$ cat config.mk
export PLATFORM = sky130hd
export DESIGN_NAME = rx_byte_fifo
export DESIGN_NICKNAME = d
export VERILOG_FILES = /design/src/rtl/rx_byte_fifo.sv
export SDC_FILE = /design/constraint.sdc
export NUM_CORES = 1
export LEC_CHECK = 0
export CAP_MARGIN = 20
export CORE_MARGIN = 4
export CORE_UTILIZATION = 59
export DETAILED_ROUTE_END_ITERATION = 12
export GPL_TIMING_DRIVEN = 0
export PLACE_DENSITY_LB_ADDON = 0.3
export SLEW_MARGIN = 20
export SYNTH_ARGS = -nofsm -noshare
export SYNTH_HDL_FRONTEND = slang
export SYNTH_SLANG_ARGS = --single-unit
$ cat constraint.sdc
create_clock -name clk -period 2.9 [get_ports clk]
set_clock_uncertainty 0.2 [all_clocks]
set_input_delay 0.58 -clock clk [delete_from_list [all_inputs] [get_ports clk]]
set_output_delay 0.58 -clock clk [all_outputs]
set_load 0.01 [all_outputs]
$ cat src/rtl/rx_byte_fifo.sv
// Receive-side byte FIFO behind the UART receiver.
// A rising edge on rx_ready pushes rx_data. The consumer side is first-word-fall-through
// valid/ready. The block also reports fill level and a sticky overflow flag.
module rx_byte_fifo #(
   parameter int unsigned DATA_W = 8,
   parameter int unsigned DEPTH  = 16,
   parameter int unsigned ADDR_W = 4
) (
   input  logic              clk,
   input  logic              rst,
   input  logic [DATA_W-1:0] rx_data,
   input  logic              rx_ready,
   input  logic              out_ready,
   input  logic              clr_ovf,
   output logic              out_valid,
   output logic [DATA_W-1:0] out_data,
   output logic [ADDR_W:0]   count,
   output logic              full,
   output logic              empty,
   output logic              overflow
);

   localparam logic [ADDR_W:0] FullCount = (ADDR_W+1)'(DEPTH);

   logic [DATA_W-1:0] mem [DEPTH];
   logic [ADDR_W-1:0] wr_ptr;
   logic [ADDR_W-1:0] rd_ptr;
   logic [ADDR_W:0]   count_q;
   logic              rx_ready_d;
   logic              overflow_q;

   logic push;
   logic pop;
   logic do_write;
   logic drop;

   // Status and read-side outputs come only from registered state.
   always_comb begin
      full      = (count_q == FullCount);
      empty     = (count_q == '0);
      out_valid = ~empty;
      out_data  = out_valid ? mem[rd_ptr] : '0;
      count     = count_q;
      overflow  = overflow_q;
   end

   // Decode push, pop, write and drop for this cycle.
   // A push into a full buffer still proceeds when a pop frees the slot in the same cycle.
   always_comb begin
      push     = rx_ready & ~rx_ready_d;
      pop      = out_valid & out_ready;
      do_write = push & (~full | pop);
      drop     = push & full & ~pop;
   end

   // Edge detector history.
   // It resets to 1 so that a level already high out of reset is not taken as a new frame.
   always_ff @(posedge clk or posedge rst) begin
      if (rst) begin
         rx_ready_d <= 1'b1;
      end else begin
         rx_ready_d <= rx_ready;
      end
   end

   // Storage array; its contents are intentionally not reset.
   always_ff @(posedge clk) begin
      if (do_write) begin
         mem[wr_ptr] <= rx_data;
      end
   end

   // Pointers and fill count.
   // Both pointers wrap through natural ADDR_W-bit rollover.
   always_ff @(posedge clk or posedge rst) begin
      if (rst) begin
         wr_ptr  <= '0;
         rd_ptr  <= '0;
         count_q <= '0;
      end else begin
         if (do_write) begin
            wr_ptr <= wr_ptr + 1'b1;
         end
         if (pop) begin
            rd_ptr <= rd_ptr + 1'b1;
         end
         unique case ({do_write, pop})
            2'b10:   count_q <= count_q + 1'b1;
            2'b01:   count_q <= count_q - 1'b1;
            default: count_q <= count_q;
         endcase
      end
   end

   // Sticky overflow flag.
   // If a drop and a clear happen in the same cycle, the set takes priority.
   always_ff @(posedge clk or posedge rst) begin
      if (rst) begin
         overflow_q <= 1'b0;
      end else if (drop) begin
         overflow_q <= 1'b1;
      end else if (clr_ovf) begin
         overflow_q <= 1'b0;
      end
   end

endmodule

==> run_results.csv, run 1 <==
group,metric,value,unit
clocking,worstSkewPairLatency,0.51,ns
timing,min_period,3.025,ns
job,max_cap_violations,0,
timing,layout_setup_ws,-0.1246,ns
global_routing,grt_use_total,0.2240,
power,max-vdd-ir-drop,0.0005397,V
clocking,cts_buffers,17,
route,drc_errors,0,
timing,holdWs,0.2132,ns
route,wl_met3,781,µm
critical_path,r2r_setup_slack,0.23,ns
die,core_area,9371,µm²
layout,n_antenna_cell,0,
critical_path,endpoint_kind,"primary output",
route,met1_length,4783,µm
layout,nets,388,
critical_path,cp.arrival,2.24,ns
critical_path,start_kind,"flip-flop",
layout,regArea,4225,µm²
die,rows,35,
critical_path,cp_max_fo,5,
route,routedWlPerCell,23.73,µm
critical_path,path_cells,"buf_6 -> buf_12 -> buf_12 -> mux4_2 -> a22oi_2 -> a21oi_2 -> buf_2",
layout,mostFrequentLayoutCells,"edfxtp_1 (128), mux4_2 (32), clkdlybuf4s50_1 (18)",
critical_path,worst_r2r_startpoint,"count[2]$_DFFE_PP0P_",
clocking,clockBufferDepth,2,
clocking,path_clk_slew,0.06,ns
critical_path,crit_required,2.12,ns
worst_hold_path,hp-class,"primary input to asynchronous set/reset pin",
die,floorplan.initialDensity,0.6172,
power,leakage,2.412,nW
layout,syn_to_final_growth,23.25,%
place,place.gp.congestion,0.7647,
route,vias_per_cell,6.108,
critical_path,cp_slowest_cell,"mux4_2",
logic_synthesis,synth.area.top_cells,"edfxtp_1 (66%), mux4_2 (12%), dfrtp_1 (6.1%)",
place,io_buffers,28,
timing,rsz0062_at_grt,"true",
route,route.met2.wl,6356,µm
die,die_area,11450,µm²
layout,final_common_cell,"edfxtp_1",
timing,drv_slew,0,
timing,setup_viol_count_final,8,
clocking,cts_root_buf,"clkbuf_8",
timing,worst_pin_slew,0.9668,ns
timing,max-slew-margin-rel,0.3531,
die,io_pins,30,
global_routing,gr-total-overflow,0,
logic_synthesis,syn_nets,323,
critical_path,cp-startpoint,"rd_ptr[0]$_DFFE_PP0P_",
critical_path,crit_top_cell,"buf_12",
route,wl,12100,µm
layout,n_fill_cell,533,
timing,fmax,330.6,MHz
logic_synthesis,syn_inst,303,
logic_synthesis,synth_ff_type,"edfxtp_1",
timing,hold_violations,0,
logic_synthesis,yosys.area.top_type,"edfxtp_1",
status,status,"finished with violations",
power,power,7.174,mW
logic_synthesis,ys_warn_count,0,
logic_synthesis,synth-async-reset-ratio,0.1049,
critical_path,critical-path-max-stage-delay,0.53,ns
route,top_layer_used,"met4",
logic_synthesis,yosysSeqAreaShare,0.7296,
route,detailroute.via_count,3115,
logic_synthesis,syn_area,5784,µm²
route,dr.pass1.iters,5,
logic_synthesis,synth_edf_count,128,
layout,multiInputGateArea,1577,µm²
place,hpwl,7429,µm
die,die_h,107.0,µm
clocking,postCtsHoldBufs,0,
layout,drive_gt1_frac,0.3570,
global_routing,grt_first_pass_wirelength,18310,µm
global_routing,grt_max_degree,17,
clocking,cts_tree,"yes",
logic_synthesis,avgSynthCellArea,19.09,µm²
clocking,htreeDepth,4,
route,drtIter0Drc,270,
status,violations,"negative setup slack",
power,power.density,1006,nW/µm²
logic_synthesis,synth_top_area_frac,0.6645,
critical_path,critical_path_class,"flip-flop to primary output",
timing,fin_crit_sh,1.043,
route,ant_nets,0,
global_routing,antenna_found_initial,0,
logic_synthesis,ys_types,42,
layout,utilization,0.7607,
logic_synthesis,ys_ff_latch,143,
clocking,clock_sinks,143,
die,die_w,107.0,µm
global_routing,grt_pass1_vias,3169,
[cell type report]
| cell class | count | area share |
|---|---|---|
| inverter | 11 | 0.005792 |
| tap | 129 | 0.02264 |
| buffer | 13 | 0.01597 |
| timing repair buffer | 48 | 0.06458 |
| sequential | 143 | 0.5927 |
| clock buffer | 18 | 0.05862 |
| multi-input combinational | 134 | 0.2211 |
| clock inverter | 14 | 0.01860 |
[critical path, delay by kind of cell (launching register included)]
family,cells,cell delay [ns]
AOI/OAI and AO/OA,2,0.29
muxes,1,0.53
DFF,1,0.36
buffers and inverters,4,0.52
[cells in the mapped netlist, drive strengths merged, types with 3 or more instances]
library cell	number
a21oi	9
a22oi	16
and2	9
buf	9
clkbuf	6
dfrtp	14
edfxtp	128
ha	7
inv	11
mux2	3
mux4	32
nand2	7
nand3	3
nor2	8
nor2b	3
nor4	6
xnor2	7
xor2	3
[registers in the layout (all words and copies together), names as in the netlist]
register    cells
mem           128
rx_ready_d      1
overflow        1
wr_ptr          4
count           5
rd_ptr          4
[path summary, 6_finish.rpt]
kind | end | depth (start not counted)
setup / recovery | out_data[1] | 7
setup reg to reg | count[4]$_DFFE_PP0P_ | 12
hold reg to reg | overflow$_DFFE_PP0P_ | 2
max in group asynchronous | count[0]$_DFFE_PP0P_ | 2
min in group clk | rx_ready_d$_DFF_PP1_ | 1
hold / removal | count[3]$_DFFE_PP0P_ | 2
[logic make-up (layout without fill, tap and decap cells)]
kind of cell,after synthesis,after routing,synth area share
simple gates,45,45,0.04413
flops,143,143,0.7296
mux,36,36,0.1335
xor+xnor,10,10,0.01514
fa+ha+maj,7,7,0.01514
compound gates,36,36,0.04456
buf+inv,26,104,0.01795
[metrics by stage]
step                std cells  setup TNS [ns]  setup slack (ns)  cell area [µm²]
floorplan                 303               0            0.2760             5784
global placement          460          -19.69           -0.4856             6226
detailed placement        464          -5.887           -0.3577             6279
CTS                       503         -0.9510           -0.1444             7024
global route              510          -1.399           -0.1893             7129
finish                    510         -0.8806           -0.1246             7129
[what timing repair did]
item                                    4_1_cts  5_1_grt
endpoints found under the setup margin       11       10
setup buffers                                 7        8
pin swaps                                    14       13
gates cloned                                  1        1
gates resized for setup                      71       11
[layer usage]
metal	up-vias	track usage
met3	19	0.04997
met5	-	0
met1	1600	0.2919
met4	0	0.06393
li1	1359	-
met2	137	0.3826
[where the power goes]
group | total, mW | internal [mW] | switching, mW
clock network | 2.03 | 1.15 | 0.874
logic | 2.54 | 1.31 | 1.23
registers | 2.61 | 2.44 | 0.165
total | 7.17 | 4.91 | 2.27
(Power assumes the default switching activity.)
==> run 2, diff against run 1 <==
--- a/config.mk
+++ b/config.mk
@@ -6,8 +6,10 @@
 export NUM_CORES = 1
 export LEC_CHECK = 0
 export CAP_MARGIN = 20
+export CELL_PAD_IN_SITES_DETAIL_PLACEMENT = 0
+export CELL_PAD_IN_SITES_GLOBAL_PLACEMENT = 1
 export CORE_MARGIN = 4
-export CORE_UTILIZATION = 59
+export CORE_UTILIZATION = 52
 export DETAILED_ROUTE_END_ITERATION = 12
 export GPL_TIMING_DRIVEN = 0
 export PLACE_DENSITY_LB_ADDON = 0.3
==> run_results.csv, run 2 (synthesis results as in run 1) <==
group,metric,value,unit
status,status,"finished with violations",
status,violations,"negative setup slack",
critical_path,cp.arrival,2.28,ns
layout,regMostFlops,"mem",
critical_path,path_cells,"buf_12 -> buf_4 -> mux4_2 -> a22oi_2 -> a21oi_2 -> buf_2",
timing,setup_viol_count_final,8,
place,io_buffers,28,
layout,n_antenna_cell,0,
power,p_comb_frac,0.355,
power,power_switching,2.245,mW
clocking,worstSkewPairLatency,0.52,ns
layout,utilization,0.6690,
clocking,path_clk_slew,0.06,ns
clocking,cts_root_buf,"clkbuf_8",
power,max-vdd-ir-drop,0.0005375,V
timing,setup_tns,-0.8455,ns
critical_path,endpoint,"out_data[7]",
global_routing,grt_max_degree,17,
critical_path,worst_r2r_startpoint,"count[0]$_DFFE_PP0P_",
timing,min_period,3.063,ns
layout,nets,392,
clocking,cts_buffers,17,
power,power.density,1016,nW/µm²
clocking,postCtsHoldBufs,0,
die,die_area,12880,µm²
die,rows,38,
critical_path,r2r_setup_slack,0.23,ns
critical_path,critical_path_class,"flip-flop to primary output",
timing,hold_violations,0,
critical_path,endpoint_kind,"primary output",
global_routing,gr-total-overflow,0,
layout,final_area,7252,µm²
job,max_cap_violations,0,
layout,final_common_cell,"edfxtp_1",
die,floorplan.initialDensity,0.5336,
route,routedWlPerCell,22.81,µm
die,core_area,10840,µm²
critical_path,critical-path-max-stage-delay,0.52,ns
timing,layout_setup_ws,-0.1628,ns
place,hpwl,7412,µm
power,netSwitchingFraction,0.3046,
timing,fmax,326.5,MHz
place,placed_area,6285,µm²
layout,n_fill_cell,730,
layout,largest_reg_flops,128,
clocking,clock_sinks,143,
layout,drive_gt1_frac,0.3844,
timing,drv_slew,0,
layout,syn_to_final_growth,25.37,%
worst_hold_path,hp-class,"primary input to asynchronous set/reset pin",
global_routing,antenna_found_initial,0,
route,ant_nets,0,
timing,worst_pin_slew,0.8795,ns
place,dp_cells,475,
timing,rsz0062_at_grt,"true",
global_routing,grt_pass1_vias,3339,
clocking,clockBufferDepth,2,
global_routing,grt_first_pass_wirelength,19040,µm
place,post-place-ws,-0.6138,ns
critical_path,cp-startpoint,"rd_ptr[0]$_DFFE_PP0P_",
critical_path,start_kind,"flip-flop",
critical_path,crit_required,2.12,ns
layout,instances_no_fill,525,
die,die_w,113.5,µm
route,detailroute.via_count,3125,
critical_path,worst_r2r_endpoint,"count[4]$_DFFE_PP0P_",
route,vias_per_cell,5.952,
power,seq_power_share,0.355,
timing,holdWs,0.2191,ns
place,place.gp.congestion,0.7737,
route,wl,11970,µm
power,leakage,2.482,nW
route,dr.pass1.iters,4,
power,power,7.370,mW
clocking,cts_tree,"yes",
critical_path,cp_slowest_cell,"mux4_2",
route,drtIter0Drc,221,
critical_path,worstRegToRegCells,12,
route,drc_errors,0,
timing,fin_crit_sh,1.056,
critical_path,cp_max_fo,7,
timing,max-slew-margin-rel,0.4115,
power,clkPwrFrac,0.291,
global_routing,grt_use_total,0.2040,
layout,mostFrequentLayoutCells,"edfxtp_1 (128), mux4_2 (32), clkbuf_16 (19)",
clocking,htreeDepth,4,
die,io_pins,30,
power,power.internal,5.125,mW
die,die_h,113.5,µm
## run 2: how the worst min path moves through the flow
stage	end	depth (start not counted)
global route	wr_ptr[1]$_DFFE_PP0P_	2
detailed placement	count[4]$_DFFE_PP0P_	1
floorplan	count[0]$_DFFE_PP0P_	1
global placement	count[4]$_DFFE_PP0P_	1
CTS	wr_ptr[1]$_DFFE_PP0P_	2
finish	wr_ptr[1]$_DFFE_PP0P_	2
## run 2: timing repair
item,CTS,global route
pin swaps,14,9
gates resized for setup,86,9
buffers inserted,9,10
cloned,2,0
endpoints found under the setup margin,11,12
## run 2: power by group through the flow
| stage | clock network [mW] | registers [mW] | logic, mW |
|---|---|---|---|
| 3_5_place_dp | 0 | 2.62 | 2.15 |
| 3_3_place_gp | 0 | 2.61 | 2.10 |
| 6_report | 2.14 | 2.62 | 2.61 |
| 2_1_floorplan | 0 | 2.60 | 1.36 |
| 4_1_cts | 2.16 | 2.62 | 2.58 |
| 5_1_grt | 2.27 | 2.64 | 2.82 |
## run 2: area by class of cell
cell class | count | area [µm²] | area share
plain buffers | 14 | 146.4 | 0.02019
clock buffers | 22 | 506.7 | 0.06988
clock inverters | 10 | 92.59 | 0.01277
inverters | 11 | 41.29 | 0.005694
multi-input cells | 134 | 1600 | 0.2207
flip-flops and latches | 143 | 4225 | 0.5826
well taps | 140 | 175.2 | 0.02415
repair buffers | 51 | 464.2 | 0.06401
## run 2: critical path, delay by kind of cell (launching register included)
family	cells	cell delay, ns
compound gates	2	0.38
mux	1	0.52
buf+inv	3	0.45
flops	1	0.41
## run 2: metal layers
| metal | vias to the layer above | GRT usage | wire, µm |
|---|---|---|---|
| li1 | 1366 | - | - |
| met4 | 0 | 0.06971 | 174 |
| met2 | 107 | 0.3278 | 6147 |
| met1 | 1635 | 0.2812 | 5095 |
| met5 | - | 0 | 0 |
| met3 | 17 | 0.04350 | 556 |
